File: src/rtl/jtag_shift_master.sv
// jtag_shift_master: fabric-side JTAG engine. It drives TCK/TMS/TDI for a
// TAP and samples TDO, so on-chip logic can reach the TAP with no external probe.
// One command shifts 1..32 TMS/TDI bit pairs LSB-first. The TDO bits sampled
// on each rising TCK edge come back as a 32-bit word.
//
// Ports:
//   CLK50MHZ   system clock
//   rst_n      asynchronous active-low reset
//   cmd_valid  command request
//   cmd_ready  engine idle, command accepted on cmd_valid
//   cmd_len    bits to shift minus one
//   cmd_tms    TMS sequence, bit 0 first
//   cmd_tdi    TDI sequence, bit 0 first
//   rsp_valid  one-cycle pulse when rsp_tdo is updated
//   rsp_tdo    captured TDO; bit i is sampled at the rising TCK of shift bit i
//   busy       command in progress
//   jtag_tck   TCK to the TAP
//   jtag_tms   TMS to the TAP
//   jtag_tdi   TDI to the TAP
//   jtag_tdo   TDO from the TAP (asynchronous, pulled up on the board)

module jtag_shift_master #(
  parameter int unsigned HALF_PERIOD = 4  // CLK50MHZ cycles per TCK half-period, 3..255
) (
  input  logic        CLK50MHZ,
  input  logic        rst_n,
  input  logic        cmd_valid,
  output logic        cmd_ready,
  input  logic [4:0]  cmd_len,
  input  logic [31:0] cmd_tms,
  input  logic [31:0] cmd_tdi,
  output logic        rsp_valid,
  output logic [31:0] rsp_tdo,
  output logic        busy,
  output logic        jtag_tck,
  output logic        jtag_tms,
  output logic        jtag_tdi,
  input  logic        jtag_tdo
);

  localparam logic [7:0] DivLast = 8'(HALF_PERIOD - 1);

  typedef enum logic [1:0] {StIdle, StLow, StHigh, StDone} state_e;

  state_e      state_q, state_d;
  logic [7:0]  div_q, div_d;
  logic [4:0]  bit_q, bit_d;
  logic [4:0]  len_q, len_d;
  logic [31:0] tms_seq_q, tms_seq_d;
  logic [31:0] tdi_seq_q, tdi_seq_d;
  logic [31:0] cap_q, cap_d;
  logic        tck_q, tck_d;
  logic        tms_out_q, tms_out_d;
  logic        tdi_out_q, tdi_out_d;
  logic        ready_q, ready_d;
  logic        busy_q, busy_d;
  logic        rsp_valid_q, rsp_valid_d;
  logic [31:0] rsp_tdo_q, rsp_tdo_d;

  logic        tdo_meta_q, tdo_sync_q;
  logic        div_done;
  logic [4:0]  bit_nxt;

  // TDO is asynchronous to CLK50MHZ. Both synchronizer stages reset to the
  // idle (pulled-up) level.
  always_ff @(posedge CLK50MHZ or negedge rst_n) begin
    if (!rst_n) begin
      tdo_meta_q <= 1'b1;
      tdo_sync_q <= 1'b1;
    end else begin
      tdo_meta_q <= jtag_tdo;
      tdo_sync_q <= tdo_meta_q;
    end
  end

  assign div_done = (div_q == DivLast);
  assign bit_nxt  = bit_q + 5'd1;

  always_comb begin
    state_d     = state_q;
    div_d       = div_q;
    bit_d       = bit_q;
    len_d       = len_q;
    tms_seq_d   = tms_seq_q;
    tdi_seq_d   = tdi_seq_q;
    cap_d       = cap_q;
    tck_d       = tck_q;
    tms_out_d   = tms_out_q;
    tdi_out_d   = tdi_out_q;
    ready_d     = ready_q;
    busy_d      = busy_q;
    rsp_valid_d = rsp_valid_q;
    rsp_tdo_d   = rsp_tdo_q;

    unique case (state_q)
      StIdle: begin
        if (cmd_valid) begin
          len_d     = cmd_len;
          tms_seq_d = cmd_tms;
          tdi_seq_d = cmd_tdi;
          // Bit 0 goes out at the handshake edge and gets a full half-period
          // of setup before the first rising TCK.
          tms_out_d = cmd_tms[0];
          tdi_out_d = cmd_tdi[0];
          bit_d     = '0;
          div_d     = '0;
          // Cleared here so that bits above cmd_len come back as zero.
          cap_d     = '0;
          ready_d   = 1'b0;
          busy_d    = 1'b1;
          state_d   = StLow;
        end
      end

      StLow: begin
        if (div_done) begin
          tck_d        = 1'b1;
          cap_d[bit_q] = tdo_sync_q;
          div_d        = '0;
          state_d      = StHigh;
        end else begin
          div_d = div_q + 8'd1;
        end
      end

      StHigh: begin
        if (div_done) begin
          tck_d = 1'b0;
          div_d = '0;
          if (bit_q == len_q) begin
            rsp_valid_d = 1'b1;
            rsp_tdo_d   = cap_q;
            state_d     = StDone;
          end else begin
            // The next bit changes at the falling TCK edge, so the TAP sees it
            // stable for a whole half-period before it samples.
            bit_d     = bit_nxt;
            tms_out_d = tms_seq_q[bit_nxt];
            tdi_out_d = tdi_seq_q[bit_nxt];
            state_d   = StLow;
          end
        end else begin
          div_d = div_q + 8'd1;
        end
      end

      StDone: begin
        rsp_valid_d = 1'b0;
        ready_d     = 1'b1;
        busy_d      = 1'b0;
        state_d     = StIdle;
      end

      default: begin
        state_d = StIdle;
      end
    endcase
  end

  always_ff @(posedge CLK50MHZ or negedge rst_n) begin
    if (!rst_n) begin
      state_q     <= StIdle;
      div_q       <= '0;
      bit_q       <= '0;
      len_q       <= '0;
      tms_seq_q   <= '0;
      tdi_seq_q   <= '0;
      cap_q       <= '0;
      tck_q       <= 1'b0;
      tms_out_q   <= 1'b1;
      tdi_out_q   <= 1'b0;
      ready_q     <= 1'b1;
      busy_q      <= 1'b0;
      rsp_valid_q <= 1'b0;
      rsp_tdo_q   <= '0;
    end else begin
      state_q     <= state_d;
      div_q       <= div_d;
      bit_q       <= bit_d;
      len_q       <= len_d;
      tms_seq_q   <= tms_seq_d;
      tdi_seq_q   <= tdi_seq_d;
      cap_q       <= cap_d;
      tck_q       <= tck_d;
      tms_out_q   <= tms_out_d;
      tdi_out_q   <= tdi_out_d;
      ready_q     <= ready_d;
      busy_q      <= busy_d;
      rsp_valid_q <= rsp_valid_d;
      rsp_tdo_q   <= rsp_tdo_d;
    end
  end

  assign cmd_ready = ready_q;
  assign busy      = busy_q;
  assign rsp_valid = rsp_valid_q;
  assign rsp_tdo   = rsp_tdo_q;
  assign jtag_tck  = tck_q;
  assign jtag_tms  = tms_out_q;
  assign jtag_tdi  = tdi_out_q;

endmodule

File: config.mk
export PLATFORM = sky130hd
export DESIGN_NAME = jtag_shift_master
export DESIGN_NICKNAME = d
export VERILOG_FILES = /design/src/rtl/jtag_shift_master.sv
export SDC_FILE = /design/constraint.sdc
export NUM_CORES = 1
export LEC_CHECK = 0
export ABC_AREA = 1
export BUFFER_PORTS_ARGS = -buffer_cell sky130_fd_sc_hd__buf_4
export CELL_PAD_IN_SITES_DETAIL_PLACEMENT = 1
export CELL_PAD_IN_SITES_GLOBAL_PLACEMENT = 2
export CORE_ASPECT_RATIO = 2
export CORE_UTILIZATION = 36
export DETAILED_ROUTE_END_ITERATION = 8
export PLACE_DENSITY_LB_ADDON = 0.15
export RECOVER_POWER = 25
export SKIP_LAST_GASP = 1
export SYNTH_ARGS = -nofsm -noshare
export SYNTH_HDL_FRONTEND = slang
export SYNTH_SLANG_ARGS = --single-unit
File: constraint.sdc
create_clock -name CLK50MHZ -period 4.58 [get_ports CLK50MHZ]
set_clock_uncertainty 0.05 [all_clocks]
set_input_delay 0.229 -clock CLK50MHZ [delete_from_list [all_inputs] [get_ports CLK50MHZ]]
set_output_delay 0.229 -clock CLK50MHZ [all_outputs]
set_load 0.02 [all_outputs]
==> results of run 1 <==
## worst min-delay path: stages
cell and delay (ns):
buf_4 0.08, inv_1 0.05, o21ai_0 0.15
## stage by stage
| step | instances | util [%] |
|---|---|---|
| 6_report | 1376 | 47.6 |
| 5_1_grt | 1376 | 47.6 |
| 2_1_floorplan | 937 | - |
| 3_5_place_dp | 1276 | 41.6 |
| 4_1_cts | 1376 | 47.8 |
| 3_3_place_gp | 1276 | 41.6 |
## placed cells by master (no fill, tap or decap), drive strengths merged, types with 6 or more instances in the layout
master,synthesis,layout
a21oi,40,40
buf,33,107
clkbuf,12,32
clkinvlp,0,6
dfrtp,152,152
dlygate4sd3,0,69
ha,9,9
inv,162,162
nand2,234,234
nand3,59,59
nor2,77,77
o21ai,103,103
o22ai,33,33
## layer usage
layer,GRT usage (%),share of wire [%]
met1,20.9,38
met2,42.0,59
met3,3.67,2.2
met4,6.73,1.3
met5,0,0
## path summary, 6_finish.rpt
kind / from / endpoint / slack [ns] / cells after the start
max in group asynchronous: rst_n / div_q[2] / 2.07 / 3
worst min register to register: tdo_meta_q / tdo_sync_q / 0.34 / 0
worst max register to register: state_q[1] / cap_q[25] / 1.67 / 9
worst min-delay path: cmd_tms[0] / tms_seq_q[0] / 0.06 / 3
min in group asynchronous: rst_n / rsp_tdo[18] / 0.85 / 2
worst max-delay path: state_q[1] / cap_q[25] / 1.67 / 9
## sequential cells by signal, indices dropped and copies added, names as in the netlist
register and count:
jtag_tms 1, tms_seq_q 32, cmd_ready 1, tdi_seq_q 32, len_q 5, bit_q 5, rsp_tdo 32, cap_q 32
jtag_tck 1, div_q 8, state_q 2, busy 1, tdo_sync_q 1, rsp_valid 1, jtag_tdi 1, tdo_meta_q 1
## kinds of logic (layout without fill, tap and decap cells)
| kind of cell | Yosys count | in the layout | synth area share (%) |
|---|---|---|---|
| simple gates | 375 | 375 | 20.3 |
| buf+inv | 208 | 381 | 11.6 |
| compound gates | 185 | 185 | 14.3 |
| flops | 156 | 156 | 51.7 |
| fa+ha+maj | 9 | 9 | 1.49 |
| xor+xnor | 3 | 3 | 0.348 |
| mux | 1 | 1 | 0.132 |
## cell type report
cell class              count  area [um^2]  share of cell area [%]
clock buffers              21          450                    4.63
clock inverters            10          119                    1.22
inverters                 163          613                    6.30
multi-input cells         573         2770                    28.5
flip-flops and latches    156         3910                    40.1
well taps                 266          333                    3.42
repair buffers            187         1540                    15.8
## power breakdown
| part | internal, W | switching [W] |
|---|---|---|
| clock | 0.000812 | 0.000577 |
| sequential | 0.00174 | 0.000146 |
| combinational | 0.000591 | 0.00120 |
| total | 0.00314 | 0.00192 |
## what timing repair did
action,in CTS,in global routing
hold buffers,69,0
endpoints found under the hold margin,142,0
setup buffers,0,0
==> results by group, run 1 <==
Placed design
  – Port buffer count: 110
  – Hpwl dp: 14.3 mm
  – Worst slack, placed: 1.63 ns
  – Placed cell area: 8520 um^2
  – RePlAce Congestion: 0.747

Synth
  – FF+latch count, synth: 156
  – EDFF count, synth: 0
  – Area contributors post-synth: dfrtp_1, nand2_1, inv_1
  – Post-synthesis sequential area ratio: 51.7%
  – Area leader, netlist: dfrtp_1
  – Unique masters post-synth: 34
  – Gate Count Post-Synth: 937
  – Syn avg cell area: 8.06 um^2
  – Dominant synthesized flop cell: dfrtp_1
  – Most frequent cells after synthesis: nand2_1, inv_1, dfrtp_1, nor2_1, o21ai_0
  – Post-Syn Area: 7560 um^2
  – Asr flop ratio synth: 100%
  – Post-Syn Nets: 1019
  – Top-area cell type share of the netlist area: 50.3%
  – Synth Warn #: 0
  – Most common cell in the netlist: nand2_1

Die
  – I/O pins: 111
  – DIE AREA: 21600 um^2
  – Die Height: 207 um
  – Die width: 104 um
  – CORE AREA: 20500 um^2
  – Starting Density: 36.9%
  – Row count: 74

Drt
  – # DRC: 0
  – Starting DRT DRC Count: 169
  – Routed Antenna Nets: 0
  – Avg WL per Cell: 14.9 um
  – Via count: 6489
  – First-pass DRT Iterations: 4
  – Vias per cell: 4.72
  – Final wirelength: 20.5 mm

STA
  – Max-slew violations: 79
  – Worst hold margin: 0.0575 ns
  – RSZ-0062 raised after global routing: false
  – Worst Max-Slew Pin Slew: 2.00 ns
  – Fin. Hold Viols: 0
  – Setup_tns: 0 ns
  – Fmax: 0.344 GHz
  – Final setup vio count: 0
  – Final worst path period share: 63.5%
  – Rel. slew slack: -33.4%
  – Tmin final: 2.91 ns
  – Min setup slack post-route: 1.67 ns

Pwr
  – Pwr/cell area: 520 nW/um^2
  – Peak supply drop: 261 uV
  – Leakage: 4.61 nW
  – Final Total Pwr: 0.00506 W

Clock network
  – Clock latency on the worst-skew pair: 0.44 ns
  – CTS Buf Count: 17
  – Max Root-Sink Buffers: 2
  – Clk sinks: 156
  – CTS tree: done
  – H-tree levels: 4
  – Root buf cell: clkbuf_16
  – Reg clk slew, reported paths: 0.06 ns
  – Resize count post-CTS: 0

Cells and area
  – P&R area growth vs syn: 28.8%
  – Final nets: 1180
  – N_diodes: 0
  – FILL cells: 2477
  – Final Cell Area: 9740 um^2
  – Layout cells sized above 1: 16.7%

Critical path
  – Crit path buffers/inverters: 4
  – Startpoint type of the worst setup path: flop
  – CP Data Arrival Time: 3.19 ns
  – CP max-delay cell: nand3_2
  – Critical-path cell list: inv_1 -> ha_1 -> buf_4 -> inv_1 -> a21oi_1 -> nand2_2 -> inv_2 -> nand3_2 -> o22ai_1
  – CP delay by family, top: simple AND/OR/NAND/NOR gates
  – Most common cell on crit path: inv_1
  – Critical Path RT: 4.87 ns
  – Crit-path max FO: 36
  – Crit. End Element: flop
  – WS Path Type: reg2reg
  – CP peak stage delay: 0.52 ns

Min path
  – Min-delay worst type: in2reg

Run
  – Max-cap check violation count: 1

Global route
  – Vias in the first global route: 6998
  – Tot GR Track Use: 20.7%
  – Largest net degree at the start of global routing: 79
  – Initial antenna violation count: 0
  – Gr ovfl total: 0
  – Global-route wire length before repair: 34.6 mm

Run status
  – Status: finished with violations
  – Failing checks: capacitance limit, slew limit
Note: power is estimated with default switching activity, not from simulation.
==> run 2, diff against run 1 <==
--- a/config.mk
+++ b/config.mk
@@ -10,7 +10,7 @@
 export CELL_PAD_IN_SITES_DETAIL_PLACEMENT = 1
 export CELL_PAD_IN_SITES_GLOBAL_PLACEMENT = 2
 export CORE_ASPECT_RATIO = 2
-export CORE_UTILIZATION = 36
+export CORE_UTILIZATION = 34
 export DETAILED_ROUTE_END_ITERATION = 8
 export PLACE_DENSITY_LB_ADDON = 0.15
 export RECOVER_POWER = 25
==> constraint.sdc (replaced) <==
create_clock -name CLK50MHZ -period 2.9 [get_ports CLK50MHZ]
set_clock_uncertainty 0.05 [all_clocks]
set_input_delay 0.145 -clock CLK50MHZ [delete_from_list [all_inputs] [get_ports CLK50MHZ]]
set_output_delay 0.145 -clock CLK50MHZ [all_outputs]
set_load 0.02 [all_outputs]
==> results by group, run 2 (synthesis results as in run 1) <==
Global route
  – Vias in the first global route: 7001 (+0.043%)
  – Global-route wire length before repair: 34.3 mm (-0.64%)
  – Largest net degree at the start of global routing: 82 (+3.8%)
  – Tot GR Track Use: 19.8% (-0.97 points)
  – Initial antenna violation count: 0 (unchanged)
  – Gr ovfl total: 0 (unchanged)

Cells and area
  – Final Cell Area: 9910 um^2 (+1.7%)
  – Commonest non-fill, non-tap cell in the layout: nand2_1
  – Final nets: 1186 (+0.51%)
  – Layout cells sized above 1: 17.9% (+1.3 points)
  – N_diodes: 0 (unchanged)
  – P&R area growth vs syn: 31.1%
  – Most frequent cells in the layout: nand2_1, inv_1, dfrtp_1, buf_4, nor2_1

Die
  – I/O pins: 111 (unchanged)
  – CORE AREA: 21700 um^2 (+6.0%)
  – DIE AREA: 22900 um^2 (+5.8%)
  – Die width: 107 um (+2.8%)
  – Die Height: 213 um (+2.9%)
  – Starting Density: 34.9% (-2.1 points)
  – Row count: 76 (+2.7%)

STA
  – Worst Max-Slew Pin Slew: 2.01 ns (+0.0105 ns)
  – Final worst path period share: 83.2% (+20 points)
  – Worst hold margin: 0.0262 ns (-0.0313 ns)
  – Fmax: 0.414 GHz (+20%)
  – Fin. Hold Viols: 0 (unchanged)
  – Final setup vio count: 0 (unchanged)
  – RSZ-0062 raised after global routing: false
  – Max-slew violations: 77 (-2.5%)
  – Rel. slew slack: -34.1% (-0.70 points)
  – Setup_tns: 0 ns (unchanged)
  – Tmin final: 2.41 ns (-0.494 ns)

Placed design
  – Hpwl dp: 14.2 mm (-0.71%)
  – Port buffer count: 110 (unchanged)
  – Placed cell area: 8590 um^2 (+0.84%)
  – RePlAce Congestion: 0.728 (-2.6%)

Pwr
  – Leakage: 4.73 nW (+2.6%)
  – Net Switching: 0.00302 W (+57%)
  – Sw Ratio: 36.6% (-1.3 points)
  – Internal Power: 0.00524 W (+67%)
  – Sequential power share: 36.0% (-1.3 points)
  – Clock power share: 29.4% (+2.0 points)
  – Peak supply drop: 333 uV (+28%)
  – Pwr/cell area: 834 nW/um^2 (+60%)
  – Comb power frac: 34.7% (-0.6 points)

Clock network
  – CTS Buf Count: 17 (unchanged)
  – Max Root-Sink Buffers: 2 (unchanged)
  – Reg clk slew, reported paths: 0.06 ns (about the same)
  – Root buf cell: clkbuf_16
  – H-tree levels: 4 (unchanged)
  – Resize count post-CTS: 0 (unchanged)
  – Post-CTS Hold Fix Bufs: 70 (+1.4%)
  – Clock latency on the worst-skew pair: 0.44 ns (about the same)
  – Setup bufs post-CTS: 0 (unchanged)
  – Clk sinks: 156 (unchanged)
  – CTS tree: done

Critical path
  – Worst Setup SP: state_q[1]
  – CP delay by family, top: simple AND/OR/NAND/NOR gates
  – CP Data Arrival Time: 2.69 ns (-0.50 ns)
  – R2R setup slack: 0.49 ns (-1.19 ns)
  – Crit-path max FO: 31 (-14%)
  – Crit. End Element: flop
  – Worst R2R Start: state_q[1]
  – CP max-delay cell: nand3_2
  – CP peak stage delay: 0.52 ns (about the same)
  – WS Path Type: reg2reg
  – Critical-path cell list: inv_1 -> ha_1 -> inv_1 -> a21oi_1 -> nand2_2 -> inv_2 -> nand3_2 -> o22ai_1
  – Most common cell on crit path: inv_1
  – Crit path buffers/inverters: 3 (-1)
  – Startpoint type of the worst setup path: flop
  – Critical path depth in cells: 8 (-1)
  – R2r endpoint: cap_q[14]
  – Critical Path RT: 3.17 ns (-1.70 ns)
  – Cells on worst reg2reg path: 8 (-1)

Drt
  – Vias per cell: 4.73 (+0.25%)
  – Via count: 6567 (+1.2%)
  – Final wirelength: 20.6 mm (+0.13%)
  – # DRC: 0 (unchanged)
  – Avg WL per Cell: 14.8 um (-0.81%)
  – Starting DRT DRC Count: 188 (+11%)
  – Routed Antenna Nets: 0 (unchanged)
  – First-pass DRT Iterations: 4 (unchanged)

Min path
  – Hold_sp: cmd_tdi[0]
  – End of the worst hold path: tdi_seq_q[0]
  – Min-delay worst type: in2reg
  – Hold depth: 3 (unchanged)

Run status
  – Failing checks: capacitance limit, slew limit
  – Status: finished with violations

Run
  – Max-cap check violation count: 1 (unchanged)
-- run 2: final cells by class --
cell class | instances | area (um^2)
inverter | 163 | 613
fill | 2628 | 11800
clock buffer | 18 | 429
clock inverter | 13 | 199
tap | 273 | 342
sequential | 156 | 3910
multi-input combinational | 573 | 2770
timing repair buffer | 193 | 1640
-- run 2: layer usage --
layer / global-route usage [%] / vias to the layer above / routed length (um)
li1: - / 3265 / -
met1: 20.6 / 3187 / 7980
met2: 38.5 / 95 / 11800
met3: 4.09 / 20 / 477
met4: 6.28 / 0 / 313
met5: 0 / - / 0
-- run 2: power by group through the flow --
stage	Sequential (W)	Clock, W	Combinational, W
final	0.00297	0.00242	0.00286
after global routing	0.00304	0.00256	0.00330
after CTS	0.00298	0.00249	0.00295
after detailed placement	0.00302	0	0.00284
after global placement	0.00300	0	0.00280
after floorplan	0.00300	0	0.00200
-- run 2: worst max-delay path by stage --
stage / slack [ns] / end
3_3_place_gp: 0.57 / cap_q[24]
5_1_grt: 0.19 / cap_q[22]
6_report: 0.49 / cap_q[14]
4_1_cts: 0.43 / cap_q[14]
2_1_floorplan: 0.75 / jtag_tms
3_5_place_dp: 0.46 / cap_q[26]
-- run 2: per-stage QoR --
| step | std cells | util (%) | setup WS, ns | power, W |
|---|---|---|---|---|
| floorplan | 937 | - | 0.749 | 0.00500 |
| global placement | 1288 | 39.6 | 0.569 | 0.00580 |
| detailed placement | 1288 | 39.6 | 0.464 | 0.00586 |
| CTS | 1389 | 45.7 | 0.428 | 0.00841 |
| global route | 1389 | 45.7 | 0.189 | 0.00890 |
| finish | 1389 | 45.7 | 0.487 | 0.00826 |
-- run 2: worst reg2reg max path, cell delays in order (launching register included) --
cell     delay [ns]
dfrtp_1        0.42
inv_1          0.09
ha_1           0.37
inv_1          0.11
a21oi_1        0.17
nand2_2        0.08
inv_2          0.07
nand3_2        0.52
o22ai_1        0.43
